`src/rtl/alu_result_stage.sv`:
```
// ALU result stage: 2-entry skid buffer feeding register-file writeback, plus in-order APSR N/Z commit.
// Optional forwarding outputs are built when ALU_RESULT_FWD_EN is defined.
package arm_cortex_m0p_pkg;
    localparam int unsigned DATA_WIDTH = 32;
endpackage

module alu_result_stage
    import arm_cortex_m0p_pkg::*;
#(
    parameter int unsigned RD_WIDTH = 4
) (
    input  logic                  clk,
    input  logic                  rst_n,
    input  logic                  in_valid,
    output logic                  in_ready,
    input  logic [DATA_WIDTH-1:0] in_result,
    input  logic                  in_z,
    input  logic                  in_n,
    input  logic [RD_WIDTH-1:0]   in_rd,
    input  logic                  in_rd_we,
    input  logic                  in_set_flags,
    input  logic                  flush,
    output logic                  out_valid,
    input  logic                  out_ready,
    output logic [DATA_WIDTH-1:0] out_result,
    output logic [RD_WIDTH-1:0]   out_rd,
    output logic                  out_rd_we,
    output logic                  apsr_n,
    output logic                  apsr_z,
    output logic [1:0]            occupancy
`ifdef ALU_RESULT_FWD_EN
    ,
    output logic                  fwd_valid,
    output logic [RD_WIDTH-1:0]   fwd_rd,
    output logic [DATA_WIDTH-1:0] fwd_data,
    output logic                  fwd_n,
    output logic                  fwd_z
`endif
);

    logic                  r_head_valid;
    logic [DATA_WIDTH-1:0] r_head_result;
    logic [RD_WIDTH-1:0]   r_head_rd;
    logic                  r_head_we;
    logic                  r_head_sf;
    logic                  r_head_n;
    logic                  r_head_z;

    logic                  r_skid_valid;
    logic [DATA_WIDTH-1:0] r_skid_result;
    logic [RD_WIDTH-1:0]   r_skid_rd;
    logic                  r_skid_we;
    logic                  r_skid_sf;
    logic                  r_skid_n;
    logic                  r_skid_z;

    logic                  r_apsr_n;
    logic                  r_apsr_z;

    logic                  w_accept;
    logic                  w_retire;

    assign in_ready   = !r_skid_valid;
    assign w_accept   = in_valid && in_ready;
    assign w_retire   = r_head_valid && out_ready;

    assign out_valid  = r_head_valid;
    assign out_result = r_head_result;
    assign out_rd     = r_head_rd;
    assign out_rd_we  = r_head_we;
    assign apsr_n     = r_apsr_n;
    assign apsr_z     = r_apsr_z;
    // Skid is only ever valid behind a valid head, so occupancy needs no adder.
    assign occupancy  = {r_skid_valid, r_head_valid & ~r_skid_valid};

    always_ff @(posedge clk or negedge rst_n) begin
        if (!rst_n) begin
            r_head_valid  <= 1'b0;
            r_head_result <= '0;
            r_head_rd     <= '0;
            r_head_we     <= 1'b0;
            r_head_sf     <= 1'b0;
            r_head_n      <= 1'b0;
            r_head_z      <= 1'b0;
            r_skid_valid  <= 1'b0;
            r_skid_result <= '0;
            r_skid_rd     <= '0;
            r_skid_we     <= 1'b0;
            r_skid_sf     <= 1'b0;
            r_skid_n      <= 1'b0;
            r_skid_z      <= 1'b0;
            r_apsr_n      <= 1'b0;
            r_apsr_z      <= 1'b0;
        end else begin
            // A retiring head commits its flags even when a flush lands on the same edge.
            if (w_retire && r_head_sf) begin
                r_apsr_n <= r_head_n;
                r_apsr_z <= r_head_z;
            end

            if (flush) begin
                r_head_valid <= 1'b0;
                r_skid_valid <= 1'b0;
            end else if (w_retire) begin
                if (r_skid_valid) begin
                    r_head_result <= r_skid_result;
                    r_head_rd     <= r_skid_rd;
                    r_head_we     <= r_skid_we;
                    r_head_sf     <= r_skid_sf;
                    r_head_n      <= r_skid_n;
                    r_head_z      <= r_skid_z;
                    r_skid_valid  <= 1'b0;
                end else if (w_accept) begin
                    r_head_result <= in_result;
                    r_head_rd     <= in_rd;
                    r_head_we     <= in_rd_we;
                    r_head_sf     <= in_set_flags;
                    r_head_n      <= in_n;
                    r_head_z      <= in_z;
                end else begin
                    r_head_valid  <= 1'b0;
                end
            end else if (w_accept) begin
                if (!r_head_valid) begin
                    r_head_valid  <= 1'b1;
                    r_head_result <= in_result;
                    r_head_rd     <= in_rd;
                    r_head_we     <= in_rd_we;
                    r_head_sf     <= in_set_flags;
                    r_head_n      <= in_n;
                    r_head_z      <= in_z;
                end else begin
                    r_skid_valid  <= 1'b1;
                    r_skid_result <= in_result;
                    r_skid_rd     <= in_rd;
                    r_skid_we     <= in_rd_we;
                    r_skid_sf     <= in_set_flags;
                    r_skid_n      <= in_n;
                    r_skid_z      <= in_z;
                end
            end
        end
    end

`ifdef ALU_RESULT_FWD_EN
    // Youngest matching entry wins: skid is younger than head.
    always_comb begin
        fwd_valid = 1'b0;
        fwd_rd    = '0;
        fwd_data  = '0;
        if (r_skid_valid && r_skid_we) begin
            fwd_valid = 1'b1;
            fwd_rd    = r_skid_rd;
            fwd_data  = r_skid_result;
        end else if (r_head_valid && r_head_we) begin
            fwd_valid = 1'b1;
            fwd_rd    = r_head_rd;
            fwd_data  = r_head_result;
        end

        fwd_n = r_apsr_n;
        fwd_z = r_apsr_z;
        if (r_skid_valid && r_skid_sf) begin
            fwd_n = r_skid_n;
            fwd_z = r_skid_z;
        end else if (r_head_valid && r_head_sf) begin
            fwd_n = r_head_n;
            fwd_z = r_head_z;
        end
    end
`endif

endmodule
```
`config.mk`:
```
export PLATFORM = sky130hd
export DESIGN_NAME = alu_result_stage
export DESIGN_NICKNAME = d
export VERILOG_FILES = /design/src/rtl/alu_result_stage.sv
export SDC_FILE = /design/constraint.sdc
export NUM_CORES = 1
export LEC_CHECK = 0
export CAP_MARGIN = 40
export CORE_ASPECT_RATIO = 1.75
export CORE_MARGIN = 8
export CORE_UTILIZATION = 55
export DETAILED_ROUTE_END_ITERATION = 10
export PLACE_DENSITY = 0.95
export SLEW_MARGIN = 20
export SYNTH_ARGS = -nofsm -noshare
export SYNTH_HDL_FRONTEND = slang
export SYNTH_SLANG_ARGS = --single-unit
```
`constraint.sdc`:
```
create_clock -name clk -period 3 [get_ports clk]
set_clock_uncertainty 0.2 [all_clocks]
set_input_delay 0.6 -clock clk [delete_from_list [all_inputs] [get_ports clk]]
set_output_delay 0.6 -clock clk [all_outputs]
set_load 0.1 [all_outputs]
```
Yosys cells after proc, flatten, opt, wreduce, memory -nomap -nowiden

Cells that the tools add are included.

Flip-flop bits (word level): 84
Latch bits: 0
Bits in writable memories: 0
Memory bits (read-only): 0
Word-level logic and storage cells: 74
Memories kept: 0

$add $sub $neg: 0
$mul: 0
Divide/modulo/power cells: 0
$lt $le $gt $ge: 0
Equal/unequal tests: 3
Shift-type cells: 0
Muxes and demuxes: 39
Bitwise gates (word level): 4
Reduce and logical (&&, ||, !) cells: 12

Operators with widths:

| cell                                                                     | count |
|---|---|
| 32-bit two-way mux                                                       | 5 |
| 1-bit two-way mux                                                        | 29 |
| 4-bit two-way mux                                                        | 5 |
| 4-bit AND reduction                                                      | 2 |
| 3-bit inequality test (second input constant)                            | 2 |
| 3-bit nonzero test                                                       | 2 |
| 2-bit nonzero test                                                       | 2 |
| 1-bit logical AND                                                        | 3 |
| 1-bit inverter                                                           | 3 |
| 3-bit AND reduction                                                      | 1 |
| 2-bit by 1-bit inequality test with 1-bit output (second input constant) | 1 |
| 2-bit AND reduction                                                      | 1 |
| 1-bit AND                                                                | 1 |
| 1-bit zero test                                                          | 1 |

Longest topological paths before layout

Depth in word-level cells: 6
Depth in mapped cells: 5
Gate-level depth less buffers: 3

Least setup slack after synthesis

Ideal clock, no wire load.

Path type: reg-to-reg
Start point: register r_head_valid, in the netlist out_valid
End point: register r_skid_n
Data arrival time: 3.486 ns
Required time: 2.675 ns
Slack: -0.811 ns
Cell stages (with the launch flop): 6
Buffers on the path: 2
Cell sequence: dfrtp_1 -> nor2b_1 -> and3_1 -> buf_6 -> buf_12 -> mux2_4

Word-level cells in the longest chain between the ends: 3

Ends and longest elaborated chain:

| what                                   | RTL line | RTL |
|---|---|---|
| start, declared                        | 41       | `logic r_head_valid;` |
| start signal, assigned                 | 78       | `r_head_valid <= 1'b0;` |
| start signal, assigned                 | 102      | `r_head_valid <= 1'b0;` |
| start signal, assigned                 | 121      | `r_head_valid <= 1'b0;` |
| 1-bit logical AND                      | 65       | `assign w_retire = r_head_valid && out_ready;` |
| 1-bit inverter (no source line)        | n/a      |  |
| 4-bit AND reduction (no source line) * | n/a      |  |
| end signal, assigned                   | 138      | `r_skid_n <= in_n;` |
| end, declared                          | 54       | `logic r_skid_n;` |

Every way passes the cells marked *; elsewhere a longest branch is shown, timed or not.
A chain may end at the register's enable or synchronous reset.

Worst setup path in the final report

Start point: input out_ready
End point: register r_head_sf

Word-level cells in the longest chain between the ends: 3

Ends and longest elaborated chain:

| what                                                                                                           | RTL line | RTL |
|---|---|---|
| start, declared                                                                                                | 24       | `input logic out_ready,` |
| 1-bit logical AND *                                                                                            | 65       |  |
| 2-bit by 1-bit inequality test with 1-bit output (no source line) / 2-bit nonzero test (equally long branches) | n/a      |  |
| 4-bit AND reduction (no source line)                                                                           | n/a      |  |
| end signal, assigned                                                                                           | 109      | `r_head_sf <= r_skid_sf;` |
| end signal, assigned                                                                                           | 117      | `r_head_sf <= in_set_flags;` |
| end signal, assigned                                                                                           | 129      | `r_head_sf <= in_set_flags;` |
| end, declared                                                                                                  | 45       | `logic r_head_sf;` |

Marked as above.

==> results.cfg <==
[status]
result_of_the_run = finished clean

[sta]
final_max_slew_viol_count = 0
final.min_clock_period_ps = 2430
totalNegativeSetupSlack_ps = 0
slew_headroom_pct = 64.3
report.final.setup_viol = 0
setup_repair_after_global_routing_missed_its_margin = false
worst_slew_pin_slew_ps = 535
timing.final.hold_violations = 0
max_freq_ghz = 0.411
min_period_over_period_pct = 81.0
layout_setup_ws_ps = 569

[layout]
n_antenna_cell = 0
finalNetCount = 370
final_layout_size_suffix_gt1_share_pct = 48.0
area_growth_syn_to_layout_pct = 26.2
mostFrequentLayoutCell = sky130_fd_sc_hd__dfrtp_1
mostFrequentLayoutCells = sky130_fd_sc_hd__dfrtp_1 (84), sky130_fd_sc_hd__mux2_4 (80), sky130_fd_sc_hd__buf_4 (46), sky130_fd_sc_hd__clkdlybuf4s50_1 (43), sky130_fd_sc_hd__mux2_1 (35)

[floorplanning]
horizontal_die_dimension_um = 81.1
initial_utilization_pct = 56.8
die_outline_height_um = 130
dieArea_um2 = 10500
core-area_um2 = 7180
boundaryPins = 88
core.rowCount = 41

[cts]
clock_insertion_delay_worst_skew_ps = 330
postCtsResizedCells = 0
cts_bufs_inserted = 9
htreeDepth = 3
cts-root-to-sink-buffers = 2
postCtsHoldBufs = 0
sinks_on_clock_net = 84
cts-root-buf = sky130_fd_sc_hd__clkbuf_16
clkSlewWorstSetupHoldPaths_ps = 60
cts_tree = yes
post_cts.repair.setup_buffers = 0

[grt]
initial_antenna_violation_count = 0
grt_util_met2_pct = 27.8
groute.layer.met1.usage_pct = 20.7
grtUsageTotal_pct = 17.2
remaining_global_route_overflow = 0
largest_net_degree_at_the_start_of_global_routing = 44
grt.busiest_layer = met2
gr-usage-met3_pct = 3.58
grt_first_pass_wirelength_um = 13800
grt_pass1_vias = 2637

[routing]
drt-vias-per-instance = 5.43
vias = 2254
detail_route.iter0.violations = 63
drt_first_pass_iters = 4
wire_length_reported_by_the_detailed_router_um = 8440
wl_per_cell_um = 20.3
detail_route.drc_violations = 0
final_antenna_net_count = 0

[run]
cap_viol_max_count = 0

[logic_synthesis]
yosys_warnings = 0
syn-num-nets = 280
cell_count_after_synthesis = 235
synthesis.area_per_instance_um2 = 17.4
yosys.area.top_type = sky130_fd_sc_hd__dfrtp_1
synth_largest_type_area_fraction_pct = 51.5
synth-seq-cells = 84
synthesis.area_um2 = 4080
share_of_the_yosys_chip_area_belonging_to_registers_pct = 51.5
ys_top_cells_by_area = sky130_fd_sc_hd__dfrtp_1 (52%), sky130_fd_sc_hd__mux2_4 (29%), sky130_fd_sc_hd__mux2_1 (9.7%)
post_synth_num_cell_types = 20

[power]
irDropWorstVdd_mv = 0.480
power_density_nw_per_um2 = 862
p_leak_nw = 2.36

[placed_design]
place_ws_ps = 239
gp_routability_congestion = 0.771
hpwl_dp_um = 5970
port-buffer-count = 87

[setup_path]
timing.critical_path.fanout_max = 16
arrival_ps = 2440
critical_path.endpoint_type = flip-flop
timing.reg2reg.setup_slack_ps = 860
regToRegStartpoint = r_skid_valid
critPathLaunchType = input port
ff2ff_path_depth = 4
regToRegEndpoint = out_result[25]
crit_type = input port to flip-flop
crit_required_ps = 3010

[hold_path]
holdCritPathClass = input port to asynchronous set/reset pin
-- layer usage --
layer  share of wire [%]  wire length [um]
met5                   0                 0
met1                  41              3430
met4                 2.8               233
met3                 4.1               344
met2                  52              4420
-- per-stage QoR --
step                      total power, mW  hold WS, ps  instance area [um2]  util (%)  std cells
after floorplan                      2.99          104                 4090         -        235
after global placement               3.37          285                 4860      67.7        400
after detailed placement             3.42          288                 4860      67.7        400
after CTS                            4.48         58.3                 5150      71.7        415
after global routing                 4.61         84.8                 5150      71.7        415
final                                4.44         42.7                 5150      71.7        415
-- synth_stat cells --
master                      number
sky130_fd_sc_hd__a2111oi_4       1
sky130_fd_sc_hd__a211oi_1        1
sky130_fd_sc_hd__a21oi_1         2
sky130_fd_sc_hd__and3_1          1
sky130_fd_sc_hd__buf_12          4
sky130_fd_sc_hd__buf_4           1
sky130_fd_sc_hd__buf_6           9
sky130_fd_sc_hd__dfrtp_1        84
sky130_fd_sc_hd__inv_1           2
sky130_fd_sc_hd__mux2_1         35
sky130_fd_sc_hd__mux2_2          7
sky130_fd_sc_hd__mux2_4         80
sky130_fd_sc_hd__nand2_1         1
sky130_fd_sc_hd__nand3_1         1
sky130_fd_sc_hd__nand3_4         1
sky130_fd_sc_hd__nor2_1          1
sky130_fd_sc_hd__nor2_2          1
sky130_fd_sc_hd__nor2b_1         1
sky130_fd_sc_hd__nor2b_2         1
sky130_fd_sc_hd__o21ai_0         1
-- worst max-delay path by stage --
stage / slack [ps] / to / start / depth (start not counted)
after global placement: 300 / out_result[1] / out_ready / 5
after CTS: 600 / r_head_sf / out_ready / 5
after floorplan: 40 / r_skid_n / out_valid / 5
after detailed placement: 240 / out_rd[2] / out_ready / 5
after global routing: 480 / r_head_sf / out_ready / 5
final: 570 / r_head_sf / out_ready / 5
-- power by group --
part | switching [mW] | total (mW) | internal, mW | leakage, nW
Combinational | 1.18 | 1.80 | 0.613 | 1.21
Clock | 0.421 | 1.04 | 0.623 | 0.141
Sequential | 0.178 | 1.60 | 1.42 | 1.01
Total | 1.78 | 4.44 | 2.66 | 2.36
-- final cells by class --
type,instances,area [um2]
multi-input cells,135,1790
repair buffers,93,856
inverters,2,7.51
clock buffers,12,267
fillers,473,2030
flip-flops and latches,84,2100
clock inverters,3,21.3
well taps,86,108
-- flip-flops by register name (all words and copies together), names as in the netlist --
name           count
apsr_n             1
apsr_z             1
out_rd             4
out_rd_we          1
out_result        32
out_valid          1
r_head_n           1
r_head_sf          1
r_head_z           1
r_skid_n           1
r_skid_rd          4
r_skid_result     32
r_skid_sf          1
r_skid_valid       1
r_skid_we          1
r_skid_z           1
-- kinds of logic after synthesis --
kind of cell / share of synthesized area [%]
AO/OA/AOI/OAI: 1.23
buffers and inverters: 4.81
flip-flops: 51.5
multiplexers: 41.0
AND/OR/NAND/NOR: 1.41
-- worst max-delay path, stage by stage --
cell,delay [ps]
sky130_fd_sc_hd__clkdlybuf4s50_1,600
sky130_fd_sc_hd__inv_1,120
sky130_fd_sc_hd__a2111oi_4,390
sky130_fd_sc_hd__buf_4,380
sky130_fd_sc_hd__mux2_4,330
Power figures use the tool's default switching activity.
